--- src/rtl/sm_add_sched_if.sv ---
// sm_add_sched_if: bundles the two requester handshakes, the result
// handshake and the busy flag of the shared sign-magnitude adder scheduler.
// The master side drives operands and res_ready. The slave side is the
// scheduler itself.
interface sm_add_sched_if;
    logic       req0_valid;
    logic       req0_ready;
    logic [7:0] req0_a;
    logic [7:0] req0_b;

    logic       req1_valid;
    logic       req1_ready;
    logic [7:0] req1_a;
    logic [7:0] req1_b;

    logic       res_valid;
    logic       res_ready;
    logic [8:0] res_sum;
    logic       res_id;

    logic       busy;

    modport master (
        output req0_valid, req0_a, req0_b,
        input  req0_ready,
        output req1_valid, req1_a, req1_b,
        input  req1_ready,
        input  res_valid, res_sum, res_id,
        output res_ready,
        input  busy
    );

    modport slave (
        input  req0_valid, req0_a, req0_b,
        output req0_ready,
        input  req1_valid, req1_a, req1_b,
        output req1_ready,
        output res_valid, res_sum, res_id,
        input  res_ready,
        output busy
    );
endinterface

--- src/rtl/sm_add_sched.sv ---
// sm_add_sched: round-robin scheduler sharing one 8-bit sign-magnitude adder
// between two requesters. A granted operand pair is latched in IDLE, summed
// in EXEC and presented as a registered 9-bit result tagged with the
// requester id in RESP.
// Build option: define SM_SCHED_SMOUT_EN to present res_sum as 9-bit
// sign-magnitude (bit 8 sign, bits 7:0 magnitude). Otherwise res_sum is
// 9-bit two's complement.
module sm_add_sched (
    input  logic          clk,
    input  logic          rst,
    sm_add_sched_if.slave bus
);
    localparam logic [1:0] ST_IDLE = 2'd0;
    localparam logic [1:0] ST_EXEC = 2'd1;
    localparam logic [1:0] ST_RESP = 2'd2;

    logic [1:0] state;
    logic       last_grant;
    logic [7:0] a_q;
    logic [7:0] b_q;
    logic       id_q;
    logic [8:0] sum_q;
    logic       res_id_q;

    logic       grant0;
    logic       grant1;
    logic [8:0] a_tc;
    logic [8:0] b_tc;
    logic [8:0] sum_tc;
    logic [8:0] sum_next;

    // Round-robin grant: a lone requester always wins, a tie goes to the
    // requester that was not served last. Nothing is granted outside IDLE
    // or while reset is held.
    always_comb begin
        // NOTE: every combinational output gets a default first so no path
        // leaves it unassigned, which would otherwise infer a latch.
        grant0 = 1'b0;
        grant1 = 1'b0;
        if (state == ST_IDLE && !rst) begin
            if (bus.req0_valid && bus.req1_valid) begin
                grant0 = last_grant;
                grant1 = !last_grant;
            end else begin
                grant0 = bus.req0_valid;
                grant1 = bus.req1_valid;
            end
        end
    end

    assign bus.req0_ready = grant0;
    assign bus.req1_ready = grant1;

    // Datapath: convert both latched operands to two's complement (negative
    // zero collapses to zero naturally) and add; optionally convert back to
    // sign-magnitude. The range -254..+254 cannot overflow 9 bits.
    always_comb begin
        a_tc   = a_q[7] ? (9'd0 - {2'b00, a_q[6:0]}) : {2'b00, a_q[6:0]};
        b_tc   = b_q[7] ? (9'd0 - {2'b00, b_q[6:0]}) : {2'b00, b_q[6:0]};
        sum_tc = a_tc + b_tc;
`ifdef SM_SCHED_SMOUT_EN
        // |sum| <= 254 fits in 8 bits, so negating the low byte is enough.
        sum_next = sum_tc[8] ? {1'b1, 8'd0 - sum_tc[7:0]} : {1'b0, sum_tc[7:0]};
`else
        sum_next = sum_tc;
`endif
    end

    // Control FSM plus operand and result registers; reset discards any
    // operation in flight and restores the round-robin pointer.
    always_ff @(posedge clk or posedge rst) begin
        if (rst) begin
            state      <= ST_IDLE;
            last_grant <= 1'b1;
            a_q        <= 8'd0;
            b_q        <= 8'd0;
            id_q       <= 1'b0;
            sum_q      <= 9'd0;
            res_id_q   <= 1'b0;
        end else begin
            // NOTE: state registers use non-blocking assignments so every
            // register samples pre-edge values regardless of statement order.
            case (state)
                ST_IDLE: begin
                    if (grant0 || grant1) begin
                        a_q        <= grant1 ? bus.req1_a : bus.req0_a;
                        b_q        <= grant1 ? bus.req1_b : bus.req0_b;
                        id_q       <= grant1;
                        last_grant <= grant1;
                        state      <= ST_EXEC;
                    end
                end
                ST_EXEC: begin
                    sum_q    <= sum_next;
                    res_id_q <= id_q;
                    state    <= ST_RESP;
                end
                ST_RESP: begin
                    if (bus.res_ready) begin
                        state <= ST_IDLE;
                    end
                end
                default: begin
                    state <= ST_IDLE;
                end
            endcase
        end
    end

    assign bus.res_valid = (state == ST_RESP);
    assign bus.res_sum   = sum_q;
    assign bus.res_id    = res_id_q;
    assign bus.busy      = (state != ST_IDLE);

endmodule

--- src/flat_wrapper.sv ---
// flat-port wrapper written by rule: the top's interface ports become plain ports
module sm_add_sched_flat 
  (clk, rst, bus_req0_valid, bus_req0_a, bus_req0_b, bus_req0_ready, bus_req1_valid, bus_req1_a, bus_req1_b, bus_req1_ready, bus_res_valid, bus_res_sum, bus_res_id, bus_res_ready, bus_busy);
  sm_add_sched_if bus_i ();
  input  logic clk;
  input  logic rst;
  input wire logic [$bits(bus_i.req0_valid)-1:0] bus_req0_valid;
  input wire logic [$bits(bus_i.req0_a)-1:0] bus_req0_a;
  input wire logic [$bits(bus_i.req0_b)-1:0] bus_req0_b;
  output wire logic [$bits(bus_i.req0_ready)-1:0] bus_req0_ready;
  input wire logic [$bits(bus_i.req1_valid)-1:0] bus_req1_valid;
  input wire logic [$bits(bus_i.req1_a)-1:0] bus_req1_a;
  input wire logic [$bits(bus_i.req1_b)-1:0] bus_req1_b;
  output wire logic [$bits(bus_i.req1_ready)-1:0] bus_req1_ready;
  output wire logic [$bits(bus_i.res_valid)-1:0] bus_res_valid;
  output wire logic [$bits(bus_i.res_sum)-1:0] bus_res_sum;
  output wire logic [$bits(bus_i.res_id)-1:0] bus_res_id;
  input wire logic [$bits(bus_i.res_ready)-1:0] bus_res_ready;
  output wire logic [$bits(bus_i.busy)-1:0] bus_busy;
  assign bus_i.req0_valid = bus_req0_valid;
  assign bus_i.req0_a = bus_req0_a;
  assign bus_i.req0_b = bus_req0_b;
  assign bus_req0_ready = bus_i.req0_ready;
  assign bus_i.req1_valid = bus_req1_valid;
  assign bus_i.req1_a = bus_req1_a;
  assign bus_i.req1_b = bus_req1_b;
  assign bus_req1_ready = bus_i.req1_ready;
  assign bus_res_valid = bus_i.res_valid;
  assign bus_res_sum = bus_i.res_sum;
  assign bus_res_id = bus_i.res_id;
  assign bus_i.res_ready = bus_res_ready;
  assign bus_busy = bus_i.busy;
  sm_add_sched u_core (.clk(clk), .rst(rst), .bus(bus_i));
endmodule
--- config.mk ---
export PLATFORM = sky130hd
export DESIGN_NAME = sm_add_sched_flat
export DESIGN_NICKNAME = d
export VERILOG_FILES = /design/src/rtl/sm_add_sched_if.sv /design/src/rtl/sm_add_sched.sv /design/src/flat_wrapper.sv
export SDC_FILE = /design/constraint.sdc
export NUM_CORES = 1
export LEC_CHECK = 0
export CAP_MARGIN = 5
export CORE_ASPECT_RATIO = 1.1
export CORE_MARGIN = 10
export CORE_UTILIZATION = 40
export CTS_CLUSTER_SIZE = 10
export DETAILED_ROUTE_END_ITERATION = 7
export PLACE_DENSITY_LB_ADDON = 0.3
export SLEW_MARGIN = 20
export SYNTH_ARGS = -nofsm -noshare
export SYNTH_HDL_FRONTEND = slang
export SYNTH_SLANG_ARGS = --single-unit
--- constraint.sdc ---
create_clock -name clk -period 3.2 [get_ports clk]
set_input_delay 0.96 -clock clk [delete_from_list [all_inputs] [get_ports clk]]
set_output_delay 0.96 -clock clk [all_outputs]
set_load 0.1 [all_outputs]
After elaboration in Yosys (flattened, before gate mapping)
Index checks and enable logic that the tools add are counted.
{ "totals": {"register_bits": 30, "wordCells": 34} }
{ "classes": {"add_sub_neg": 3, "n_eq_ne": 4, "mux": 11, "n_reduce_logical": 9} }
{ "op_table": {"columns": ["op", "count"], "rows": [
  ["9-bit two-way mux", 2],
  ["8-bit two-way mux", 2],
  ["1-bit by 7-bit subtractor with 8-bit output (first input constant)", 2],
  ["9-bit adder", 1],
  ["2-bit case mux with 3 select lines", 1],
  ["1-bit two-way mux", 4],
  ["2-bit two-way mux", 2],
  ["2-bit AND reduction", 2],
  ["2-bit by 1-bit == test with 1-bit output (second input constant)", 1],
  ["2-bit == test (second input constant)", 1],
  ["1-bit logical AND", 2],
  ["1-bit logical NOT", 2],
  ["2-bit logical NOT", 1],
  ["2-bit by 1-bit inequality test with 1-bit output (second input constant)", 1],
  ["2-bit inequality test (second input constant)", 1],
  ["2-bit nonzero test", 1],
  ["1-bit logical OR", 1]
]} }

Logic depth before layout (Yosys ltp)
{ "depth": {"word_depth": 6, "ltp_mapped": 11, "depth_no_buf": 11} }

Worst setup path after synthesis
No wires, ideal clock.
{ "synth_timing": {"path_type": "in2out", "from": "input rst", "to": "output bus_req1_ready", "t_arrival_ns": 1.999, "required_time_ns": 2.240, "setup_slack_ns": 0.241, "cell_stages": 4, "n_path_buf": 1, "cell_sequence": "nor2_4 > nand3_2 > buf_2 > inv_1"} }
{ "synth_between": {"elab_chain_cells": 3} }
{ "synth_lines": {"columns": ["item", "line_no", "source"], "rows": [
  ["start: declaration", "flat_wrapper.sv:6", "input logic rst;"],
  ["1-bit logical NOT", "sm_add_sched.sv:40", "if (state == ST_IDLE && !rst) begin"],
  ["1-bit logical AND", "sm_add_sched.sv:40", null],
  ["1-bit two-way mux", "sm_add_sched.sv:40", null],
  ["end: declaration", "flat_wrapper.sv:14", "output wire logic [$bits(bus_i.req1_ready)-1:0] bus_req1_ready;"]
]} }
No other way between the ends.

Worst setup path after layout
{ "layout_timing": {"from": "input rst", "to": "output bus_req0_ready"} }
{ "layout_between": {"elab_chain_cells": 3} }
{ "layout_lines": {"columns": ["item", "line_no", "source"], "rows": [
  ["1-bit logical NOT", "sm_add_sched.sv:40", null],
  ["1-bit logical AND", "sm_add_sched.sv:40", null],
  ["1-bit two-way mux", "sm_add_sched.sv:40", null],
  ["end: declaration", "flat_wrapper.sv:10", "output wire logic [$bits(bus_i.req0_ready)-1:0] bus_req0_ready;"]
]} }
No other way between the ends.

==> impl_metrics.csv <==
group,metric,value,unit
drt,vias_per_cell,4.91,
cells_and_area,drive_gt1_frac,0.134,
worst_setup_path,path_delay_family,"buffers and inverters",
yosys,synth.area.top_cells,"dfrtp_1 38%, mux2i_1 8.5%, ha_1 6.6%, a21oi_1 4.8%, xnor2_1 4.6%",
cells_and_area,layout_common_cells,"36 x clkdlybuf4s50_1, 29 x dfrtp_1, 20 x nor2_1, 19 x nand2_1, 18 x a21oi_1",
global_routing,grt_pass1_vias,1480,
worst_setup_path,cp_cell_sequence,"clkdlybuf4s50_1, nor2_4, nand3_2, inv_1, buf_12",
timing,rsz0062_at_grt,"no",
clock_tree,clock-root-buffer,"clkbuf_8",
drt,post_drt_wl_per_cell,13.4,um
timing,clock.fmax,343,MHz
yosys,ys_types,37,
hold_path,hp-class,"reg -> reg",
floorplan,die_area,0.00788,mm^2
clock_tree,clock_sinks,30,
floorplan,initial_core_util,0.409,
floorplan,fp-row-count,26,
timing,worst_pin_slew,576,ps
clock_tree,clk_pin_slew_worst_paths,60,ps
yosys,synthCells,201,
timing,slew_viol_final,0,
clock_tree,cts_buffers,5,
timing,fin_crit_sh,0.912,
yosys,async_reset_ff_frac,1.00,
cells_and_area,nets,300,
worst_setup_path,crit_arrival,1960,ps
timing,slew_headroom,0.616,
run,drv_cap,0,
clock_tree,ctsHoldBuffers,0,
worst_setup_path,worst-endpoint-required,2240,ps
floorplan,die_h,92.1,um
yosys,syn_nets,249,
floorplan,chipWidth,85.5,um
global_routing,antenna_found_initial,0,
clock_tree,clk_latency,290,ps
global_routing,grt_max_degree,36,
yosys,yosysSeqAreaShare,0.398,
outcome,outcome,"finished, final reports clean",
clock_tree,cts_resized,0,
timing,skew,9.55,ps
worst_setup_path,slowest_stage,"clkdlybuf4s50_1",
drt,drt_wl_total,4.13,mm
placement,port_buffers,50,
cells_and_area,syn2layout_area_growth,32.8,%
yosys,syn_avg_cell_area,9.40,um^2
yosys,synth_edf_count,0,
clock_tree,cts_tree,"built",
floorplan,pin_count,51,
timing,finalCriticalPeriod,2920,ps
timing,hold_viol_final,0,
timing,finalSetupViolCount,0,
worst_setup_path,crit_fanout,2,
yosys,ys_ff_latch,30,
drt,first_pass_iters,4,
yosys,synth_top_area_share,0.384,
drt,vias,1517,
worst_setup_path,startpoint_type,"primary input",
drt,dr.first_iter.drc_count,61,
yosys,synth_area,0.00189,mm^2
worst_setup_path,cp.buffers_inverters,3,
clock_tree,clock_path_buffers,2,
worst_setup_path,max_stage_delay,460,ps
global_routing,grt_pass1_wl,6.87,mm
worst_setup_path,cp-end-kind,"output pin",
yosys,synth_top_flop_cell,"dfrtp_1",
floorplan,core,0.00462,mm^2
drt,antenna_left,0,
placement,place_congestion,0.802,
cells_and_area,mostFrequentLayoutCell,"clkdlybuf4s50_1",
global_routing,gr-usage-all-layers,0.108,
clock_tree,htreeDepth,2,
drt,drc,0,
yosys,synth_top_area_cell,"dfrtp_1",
global_routing,overflow,0,
worst_setup_path,path_class,"in -> out",
placement,dp_hpwl,3.29,mm
clock_tree,cts_setup_buffers,0,
cells_and_area,num_antenna_cells,0,
timing,setup_tns,0,ps
yosys,yosysWarnings,0,
state kept, by name (all words and copies together) (netlist names):
register	cells
u_core.id_q	1
u_core.last_grant	1
u_core.bus.res_id	1
u_core.b_q	8
u_core.bus.res_sum	9
u_core.state	2
u_core.a_q	8
worst reg2reg max path: stages, from the launching register on:
cell,delay (ps)
dfrtp_1,400
inv_1,70
ha_1,280
nand2_1,50
o21ai_0,130
inv_1,100
fa_1,500
nor2b_4,130
o31a_1,180
o221ai_2,120
a21boi_1,140
mux2_2,260
per-stage QoR:
stage	cells	hold WS, ps	setup WS (ps)	cell area [um^2]	utilization
finish	309	469	281	2510	0.543
global route	309	499	245	2510	0.543
CTS	309	470	273	2510	0.543
detailed placement	301	459	272	2420	0.524
global placement	301	455	292	2420	0.524
floorplan	201	443	241	1890	-
worst paths after layout:
| kind | from | endpoint | slack [ps] | depth (start not counted) |
|---|---|---|---|---|
| min reg2reg | u_core.last_grant | u_core.last_grant | 470 | 2 |
| max reg2reg | u_core.b_q[0] | u_core.bus.res_sum[6] | 720 | 11 |
| max in group asynchronous | rst | u_core.last_grant | 1750 | 3 |
| max | rst | bus_req0_ready | 280 | 5 |
| min | u_core.last_grant | u_core.last_grant | 470 | 2 |
| min in group asynchronous | rst | u_core.state[1] | 1140 | 3 |
area by class of cell:
cell class                 count  area (um^2)
sequential                    30          752
timing repair buffer          53          513
tap                           56         70.1
inverter                      11         41.3
multi-input combinational    151         1040
clock inverter                 1         5.00
clock buffer                   7         86.3
fill                         446         2110
synthesized netlist by cell type (4+ instances only):
cell type,n
dfrtp_1,29
nor2_1,20
nand2_1,19
a21oi_1,18
mux2i_1,16
o21ai_0,15
inv_1,11
ha_1,10
xnor2_1,10
nand2b_1,6
buf_2,4
xor2_1,4
cells by family (layout without fill, tap and decap cells):
family,Yosys count,count (layout),synth area share
DFF,30,30,0.398
xor gates and xnor gates,14,14,0.0649
AOI/OAI and AO/OA,49,49,0.156
buffers and inverters,20,72,0.0503
muxes,19,19,0.103
adders and majority gates,11,11,0.0768
and+or+nand+nor,58,58,0.151
metal layers:
layer	global-route usage	routed length, um
met1	0.121	1800
met2	0.178	2040
met3	0.0336	206
met4	0.0563	90
met5	0	0
Power is left out: the tool's default activity adds up to more than one toggle a clock period on the data nets, which glitch-free logic cannot reach.
